**src/rtl/transmitter.sv**
```systemverilog
// UART transmitter: start bit, 8 data bits LSB first, optional even parity, one stop bit.
// Define TX_PARITY_EN to insert the even-parity bit (8E1); otherwise the frame is 8N1.
module transmitter #(
    parameter int CLK_DIV = 5208
) (
    input  logic       sys_clk,
    input  logic       rst_n,
    input  logic       tx_start,
    input  logic [7:0] parallel_data_in,
    output logic       serial_data_out,
    output logic       busy,
    output logic       tx_done
);

    localparam int BW = (CLK_DIV > 1) ? $clog2(CLK_DIV) : 1;
    localparam logic [BW-1:0] BAUD_LAST = BW'(CLK_DIV - 1);
    localparam logic [BW-1:0] BAUD_PRE  = BW'(CLK_DIV - 2);

    typedef enum logic [2:0] {
        IDLE,
        START,
        DATA,
`ifdef TX_PARITY_EN
        PARITY,
`endif
        STOP
    } state_t;

    state_t          state_q;
    logic [BW-1:0]   baud_q;
    logic [BW-1:0]   baud_d;
    logic [2:0]      bit_q;
    logic [7:0]      shift_q;
    logic            line_q;
    logic            busy_q;
    logic            done_q;
    logic            bit_end;
`ifdef TX_PARITY_EN
    logic            parity_q;
`endif

    assign bit_end = (baud_q == BAUD_LAST);
    assign baud_d  = bit_end ? '0 : baud_q + 1'b1;

    // The line value for the next bit is registered at each bit boundary so the pin never glitches.
    always_ff @(posedge sys_clk or negedge rst_n) begin
        if (!rst_n) begin
            state_q  <= IDLE;
            baud_q   <= '0;
            bit_q    <= '0;
            shift_q  <= '0;
            line_q   <= 1'b1;
            busy_q   <= 1'b0;
            done_q   <= 1'b0;
`ifdef TX_PARITY_EN
            parity_q <= 1'b0;
`endif
        end else begin
            done_q <= 1'b0;
            case (state_q)
                IDLE: begin
                    line_q <= 1'b1;
                    busy_q <= 1'b0;
                    if (tx_start) begin
                        shift_q  <= parallel_data_in;
`ifdef TX_PARITY_EN
                        parity_q <= ^parallel_data_in;
`endif
                        baud_q   <= '0;
                        bit_q    <= '0;
                        line_q   <= 1'b0;
                        busy_q   <= 1'b1;
                        state_q  <= START;
                    end
                end
                START: begin
                    baud_q <= baud_d;
                    if (bit_end) begin
                        line_q  <= shift_q[0];
                        state_q <= DATA;
                    end
                end
                DATA: begin
                    baud_q <= baud_d;
                    if (bit_end) begin
                        shift_q <= shift_q >> 1;
                        bit_q   <= bit_q + 3'd1;
                        if (bit_q == 3'd7) begin
`ifdef TX_PARITY_EN
                            line_q  <= parity_q;
                            state_q <= PARITY;
`else
                            line_q  <= 1'b1;
                            state_q <= STOP;
`endif
                        end else begin
                            line_q <= shift_q[1];
                        end
                    end
                end
`ifdef TX_PARITY_EN
                PARITY: begin
                    baud_q <= baud_d;
                    if (bit_end) begin
                        line_q  <= 1'b1;
                        state_q <= STOP;
                    end
                end
`endif
                STOP: begin
                    baud_q <= baud_d;
                    // Raised one cycle early so the registered pulse lands on the last stop cycle.
                    if (baud_q == BAUD_PRE) begin
                        done_q <= 1'b1;
                    end
                    if (bit_end) begin
                        busy_q  <= 1'b0;
                        state_q <= IDLE;
                    end
                end
                default: begin
                    line_q  <= 1'b1;
                    busy_q  <= 1'b0;
                    state_q <= IDLE;
                end
            endcase
        end
    end

    assign serial_data_out = line_q;
    assign busy            = busy_q;
    assign tx_done         = done_q;

endmodule

```
**config.mk**
```make
export PLATFORM = sky130hd
export DESIGN_NAME = transmitter
export DESIGN_NICKNAME = d
export VERILOG_FILES = /design/src/rtl/transmitter.sv
export SDC_FILE = /design/constraint.sdc
export NUM_CORES = 1
export LEC_CHECK = 0
export ABC_AREA = 0
export CORE_UTILIZATION = 57
export DETAILED_ROUTE_END_ITERATION = 7
export GPL_ROUTABILITY_DRIVEN = 0
export PLACE_DENSITY = 0.77
export SLEW_MARGIN = 10
export SYNTH_ARGS = -nofsm -noshare
export SYNTH_HDL_FRONTEND = slang
export SYNTH_SLANG_ARGS = --single-unit
```
**constraint.sdc**
```tcl
create_clock -name sys_clk -period 2.39 [get_ports sys_clk]
set_input_delay 0.478 -clock sys_clk [delete_from_list [all_inputs] [get_ports sys_clk]]
set_output_delay 0.478 -clock sys_clk [all_outputs]
set_load 0.03 [all_outputs]
```
==> metrics.md, run 1 <==
| Metric | Value |
|---|---|
| Outcome | complete, but fails checks |
| Failing checks | design-rule violations |
| Tmin final | approximately 2.2 ns |
| Die ar. | 0.00326 mm^2 |
| Post-Synth Adder-Cell Area | 0.0578 |
| TritonCTS clock tree | yes |
| Pint | 0.830 mW |
| Pwr dens | around 500 mW/mm^2 |
| Fin util | 0.718 |
| Cell variety after synth | 41 |
| Sw frac | 0.191 |
| Initial core utilization | 0.612 |
| R2R Path End | state_q[1] |
| R2R cell count | 4 |
| Ratio of cells with drive above 1 in the final layout | 0.159 |
| Peak supply drop | 0.350 mV |
| Layout Cells excl Fill | 232 |
| Net Switching | slightly below 0.2 mW |
| Dominant cell type by area after synthesis | dfrtp_1 |
| Mux contribution to synthesized area | 0.0318 |
| Slowest cell on crit path | or4_1 |
| Overflow after GRT | 0 |
| Crit end category | register |
| Worst min path class | in -> async |
| Synth Net Count | 200 |
| Cells after Synth | 181 |
| Detailed Routing Iterations Pass 1 | 6 |
| Setup_tns | 0 ns |
| Max-Cap Viols | 0 |
| Main synth FF type | dfrtp_1 |
| Yosys top cell area share | 0.405 |
| Cell leakage power | between 0.8 and 0.9 nW |
| R2R Setup Slk | roughly 0.14 ns |
| DRC | 2 |
| # IOs | 14 |
| Simple-gate share of the synthesized area | 0.259 |
| Share of the yosys chip area belonging to registers | 0.420 |
| Port-buffer cells | 13 |
| Setup repair after global routing missed its margin | no |
| Synth-to-Final Area Change | 17.3% |
| Post-synthesis compound-gate area fraction | 0.198 |
| Initial DRC count | 78 |
| Largest stage delay, worst path | approximately 0.63 ns |
| Die Width | ~57 um |
| Clk sinks | 29 |
| Tcrit/Tclk final | 0.941 |
| Worst Path Required | 2.61 ns |
| Max FO, Critical Path | 6 |
| Netlist Area Pre-Place | about 0.0017 mm^2 |
| Max transition margin | 0.673 |
| Vias per inst | ~6.4 |
| Final instance area | 0.00203 mm^2 |
| Final Hold Vio Count | 0 |
| Crit path kind | reg -> reg |
| Cts hold-fix bufs | 0 |
| Post-cts repair resize count | 0 |
| Worst flop-to-flop path startpoint | baud_q[7] |
| Arrival time worst endpoint | between 2 and 2.5 ns |
| Main combinational cell family by area after synthesis | simple AND/OR/NAND/NOR gates |
| CP startpoint kind | register |
| Syn_area_per_cell | around 9.6 um^2 |
| All-Layer GR Usage | 0.257 |
| Worst-margin pin slew | approximately 0.49 ns |
| Largest net degree at the start of global routing | 29 |
| Sum of buffers and inverters on the critical path | 0 |
| Skew-Pair Late Insertion Delay | ~0.33 ns |
| WL per Instance | roughly 17 um |
| Routed vias | between 1k and 1.5k |
| Max Clock Freq | about 440 MHz |
| Final setup vio count | 0 |
| Crit-path leading delay family | simple AND/OR/NAND/NOR gates |
| Comb pwr share | 0.027 |
| Placed Instance Area | approximately 0.0019 mm^2 |
| Final Routed Wirelength | 3880 um |
| Core ar. | 0.00283 mm^2 |
| Nets | 219 |
| DP HPWL | around 2800 um |
| Clk network pwr share | 0.495 |
| Ys async rst share | 1.00 |
| Row count | 19 |
| Crit path cell chain | or3b_1, or4_1, a221oi_4, mux2_1 |
| Clock Tree Buf Depth | 2 |
| Most common cell in the netlist | dfrtp_1 |
| CTS Buf Count | 5 |
| Die height | about 57 um |
| First-pass GRT wire length | ~6500 um |
| ANT cells | 0 |
| Root Buffer | clkbuf_4 |
| Final Skew | 0.00638 ns |
| CTS clk-pin slew, worst paths | ~0.1 ns |
| ANT nets after route | 0 |
| Vias in the first global route | approximately 1.4k |
| #FFs+latches synth | 29 |
| Post-CTS Setup Repair Bufs | 0 |
| Placed Cells | 224 |
| Yosys warning count | 0 |
| Initial antenna violation count | 0 |
| Dominant cells by area after synthesis | dfrtp_1 (40%), ha_1 (5.8%), o221a_2 (4.6%) |
| Final Max Slew Viols | 0 |
| EDFF count, synth | 0 |
| Top cells by count, synth | dfrtp_1 (28), nand2_1 (17), o21ai_0 (11), or3_1 (11), nand3_1 (10) |
| Htree depth | 2 |
| Sequential share of power | 0.478 |
| Post-synthesis xor/xnor area fraction | 0 |
layer usage:
metal	GRT usage	wire (um)	up-vias
met2	0.413	1830	51
met5	0	0	-
met1	0.344	1790	710
met3	0.0454	194	7
met4	0.108	53	0
li1	-	-	723
cells in the final DEF (no fill, tap or decap), types with 7 or more instances in the layout:
cell             Yosys  layout
o221a_2              7       7
clkdlybuf4s50_1      0      13
nand2_1             17      17
dfrtp_1             28      28
nor2_1               9       9
or3_1               11      11
o21ai_0             11      11
buf_4                0       9
ha_1                 8       8
nand3_1             10      10
power by group through the flow:
stage / clock [mW] / combinational, mW / sequential [mW]
floorplan: 0 / 0.000334 / 0.500
global placement: 0 / 0.0282 / 0.500
detailed placement: 0 / 0.0284 / 0.500
CTS: 0.513 / 0.0286 / 0.490
global route: 0.524 / 0.0307 / 0.490
finish: 0.508 / 0.0276 / 0.490
kinds of logic (layout without fill, tap and decap cells):
logic type               after synthesis  after routing
buffers and inverters                 15             35
multiplexers                           5              5
AO/OA/AOI/OAI                         43             43
AND/OR/NAND/NOR                       81             81
adder cells (fa/ha/maj)                8              8
flip-flops                            29             29
cell type report:
cell class                 instances  area, um^2
tap                               31        38.8
sequential                        29         727
clock inverter                     3        65.1
clock buffer                       5        37.5
inverter                           5        18.8
timing repair buffer              22         198
fill                             203         797
multi-input combinational        137         947
flip-flops by register name, indices dropped and copies added, names as in the netlist:
name             flops
bit_q                3
shift_q              8
state_q              2
tx_done              1
baud_q              13
serial_data_out      1
busy                 1
worst max path at each step:
| stage | start | to | slack (ns) | cells after the start |
|---|---|---|---|---|
| 6_report | baud_q[7] | state_q[1] | 0.14 | 4 |
| 5_1_grt | baud_q[7] | state_q[1] | 0.04 | 4 |
| 4_1_cts | baud_q[7] | state_q[1] | 0.14 | 4 |
| 3_5_place_dp | baud_q[9] | state_q[1] | 0.17 | 4 |
| 3_3_place_gp | baud_q[9] | state_q[1] | 0.24 | 4 |
| 2_1_floorplan | baud_q[9] | state_q[1] | 0.25 | 5 |
stage by stage:
step / hold slack [ns] / power, mW / worst slack [ns]
4_1_cts: 0.284 / 1.03 / 0.144
2_1_floorplan: 0.182 / 0.500 / 0.247
5_1_grt: 0.291 / 1.05 / 0.0427
3_3_place_gp: 0.518 / 0.528 / 0.236
3_5_place_dp: 0.535 / 0.528 / 0.166
6_report: 0.288 / 1.03 / 0.141
Note: power is estimated with default switching activity, not from simulation.
==> inputs of run 2 (changes only) <==
PLACE_DENSITY = default   (was 0.77)
PLACE_DENSITY_LB_ADDON = 0.3   (was default)
==> metrics.md, run 2 (synthesis results as in run 1) <==
| Metric | Value |
|---|---|
| Comb pwr share | 0.034 (+0.007) |
| R2R cell count | 4 (unchanged) |
| Die height | 57.1 um (unchanged) |
| TritonCTS clock tree | yes |
| Outcome | complete, but fails checks |
| Row count | 19 (unchanged) |
| Setup crit end | state_q[1] |
| R2R Setup Slk | 0.16 ns (+0.02 ns) |
| DP HPWL | 2720 um (-1.7%) |
| ANT nets after route | 0 (unchanged) |
| Placed Cells | 223 (-0.45%) |
| R2R Path End | state_q[1] |
| Worst Path Required | 2.60 ns (about the same) |
| # IOs | 14 (unchanged) |
| Worst flop-to-flop path startpoint | baud_q[9] |
| Final Routed Wirelength | 3790 um (-2.2%) |
| Overflow after GRT | 0 (unchanged) |
| Final Hold Vio Count | 0 (unchanged) |
| Clk network pwr share | 0.401 (-0.094) |
| Max Clock Freq | 448 MHz (+0.81%) |
| CP startpoint kind | register |
| Root Buffer | clkbuf_4 |
| Net Switching | 0.191 mW (-2.7%) |
| Max-Cap Viols | 0 (unchanged) |
| WL per Instance | 16.4 um (-1.7%) |
| Crit end category | register |
| Slowest cell on crit path | or4_4 |
| Core ar. | 0.00283 mm^2 (unchanged) |
| Worst min path class | in -> async |
| Routed vias | 1475 (-1.1%) |
| Cell leakage power | 0.833 nW (-2.0%) |
| Clock Tree Buf Depth | 2 (unchanged) |
| CTS clk-pin slew, worst paths | 0.10 ns (about the same) |
| Initial core utilization | 0.612 (unchanged) |
| Fin util | 0.705 (-0.0128) |
| Vias per inst | 6.39 (-0.64%) |
| First-pass GRT wire length | 6240 um (-3.4%) |
| Skew-Pair Late Insertion Delay | 0.34 ns (about the same) |
| Final Skew | 0.0105 ns (+0.00409 ns) |
| Synth-to-Final Area Change | 15.2% |
| Largest net degree at the start of global routing | 30 (+3.4%) |
| Crit-path leading delay family | simple AND/OR/NAND/NOR gates |
| Die ar. | 0.00326 mm^2 (unchanged) |
| Final Max Slew Viols | 0 (unchanged) |
| Tcrit/Tclk final | 0.933 (-0.00758) |
| Port-buffer cells | 13 (unchanged) |
| Pint | 0.677 mW (-18%) |
| Initial antenna violation count | 0 (unchanged) |
| Largest stage delay, worst path | 0.60 ns (-0.03 ns) |
| WP depth | 4 (unchanged) |
| Initial DRC count | 69 (-12%) |
| Detailed Routing Iterations Pass 1 | 7 (+1) |
| Clk sinks | 29 (unchanged) |
| CP startpoint | baud_q[9] |
| Die Width | 57.1 um (unchanged) |
| Crit path cell chain | or3b_1, or4_4, a221oi_4, mux2_1 |
| Largest Register | baud_q |
| Fillers | 214 (+5.4%) |
| Cts hold-fix bufs | 0 (unchanged) |
| Nets | 218 (-0.46%) |
| Commonest non-fill, non-tap cell in the layout | dfrtp_1 |
| Crit path kind | reg -> reg |
| ANT cells | 0 (unchanged) |
| Pwr dens | 435 mW/mm^2 (-14%) |
| Post-CTS Setup Repair Bufs | 0 (unchanged) |
| DRC | 4 (+2) |
| Most frequent cells in the layout | dfrtp_1 (28), nand2_1 (17), clkdlybuf4s50_1 (13) |
| Vias in the first global route | 1401 (-1.7%) |
| Max transition margin | 0.307 (-0.366) |
| CTS Buf Count | 5 (unchanged) |
| Setup_tns | 0 ns (unchanged) |
| Htree depth | 2 (unchanged) |
| Tmin final | 2.23 ns (-0.0181 ns) |
| Max FO, Critical Path | 7 (+1) |
| Sw frac | 0.220 (+0.0286) |
| Setup repair after global routing missed its margin | no |
| All-Layer GR Usage | 0.254 (-0.00314) |
| Failing checks | design-rule violations |
| Worst-margin pin slew | 1.04 ns (+0.551 ns) |
| Layout Cells excl Fill | 231 (-0.43%) |
| Sequential share of power | 0.565 (+0.087) |
| Max reg flops | 13 (unchanged) |
| Arrival time worst endpoint | 2.44 ns (-0.03 ns) |
| Regs by FF count | baud_q (13), shift_q (8), bit_q (3) |
| Sum of buffers and inverters on the critical path | 0 (unchanged) |
| Peak supply drop | 0.363 mV (+3.9%) |
| Ratio of cells with drive above 1 in the final layout | 0.160 (+0.000796) |
| Power Total | 0.868 mW (-15%) |
| Final setup vio count | 0 (unchanged) |
-- run 2: cell types whose count changed in the layout (fill, tap and decap cells not counted) --
cell and delta:
bufinv_16 -2, clkbuf_8 +2, buf_4 -1, or4_4 +1
or4_1 -1
-- run 2: worst min path at each step --
stage / cells after the start / to / slack (ns) / startpoint
floorplan: 0 / baud_q[0] / 0.18 / rst_n
global placement: 2 / busy / 0.51 / busy
detailed placement: 2 / busy / 0.52 / busy
CTS: 2 / state_q[1] / 0.51 / rst_n
global route: 2 / shift_q[4] / 0.55 / rst_n
finish: 2 / baud_q[6] / 0.51 / rst_n
-- run 2: routing by layer --
metal,up-vias,part of all wire,wire length (um),GRT usage
met4,0,0.015,57,0.101
met5,-,0,0,0
li1,718,-,-,-
met3,6,0.047,179,0.0703
met2,34,0.48,1830,0.410
met1,717,0.45,1730,0.324
-- run 2: repair_timing --
item                                    in CTS  in global routing
resized for setup                            0                  1
hold endpoints to repair                     0                  0
endpoints found under the setup margin       0                  1
-- run 2: per-stage QoR --
step	setup slack [ns]	instance area (um^2)	hold slack, ns
5_1_grt	0.115	2000	0.552
6_report	0.159	2000	0.511
3_5_place_dp	0.0797	1920	0.521
4_1_cts	0.0653	1990	0.512
3_3_place_gp	0.133	1920	0.510
2_1_floorplan	0.247	1730	0.182
-- run 2: power groups by stage --
stage	registers, mW	clock network [mW]	logic [mW]
2_1_floorplan	0.500	0	0.000334
3_3_place_gp	0.500	0	0.0294
3_5_place_dp	0.500	0	0.0298
4_1_cts	0.490	0.358	0.0301
5_1_grt	0.490	0.370	0.0323
6_report	0.490	0.348	0.0292
-- run 2: layout make-up --
type                            count  area [um^2]  share of cell area
Clock inverter                      1         5.00             0.00251
Inverter                            5         18.8             0.00940
Timing Repair Buffer               21          190              0.0953
Tap cell                           31         38.8              0.0194
Multi-Input combinational cell    137          951               0.476
Clock buffer                        7         65.1              0.0326
Sequential cell                    29          727               0.364
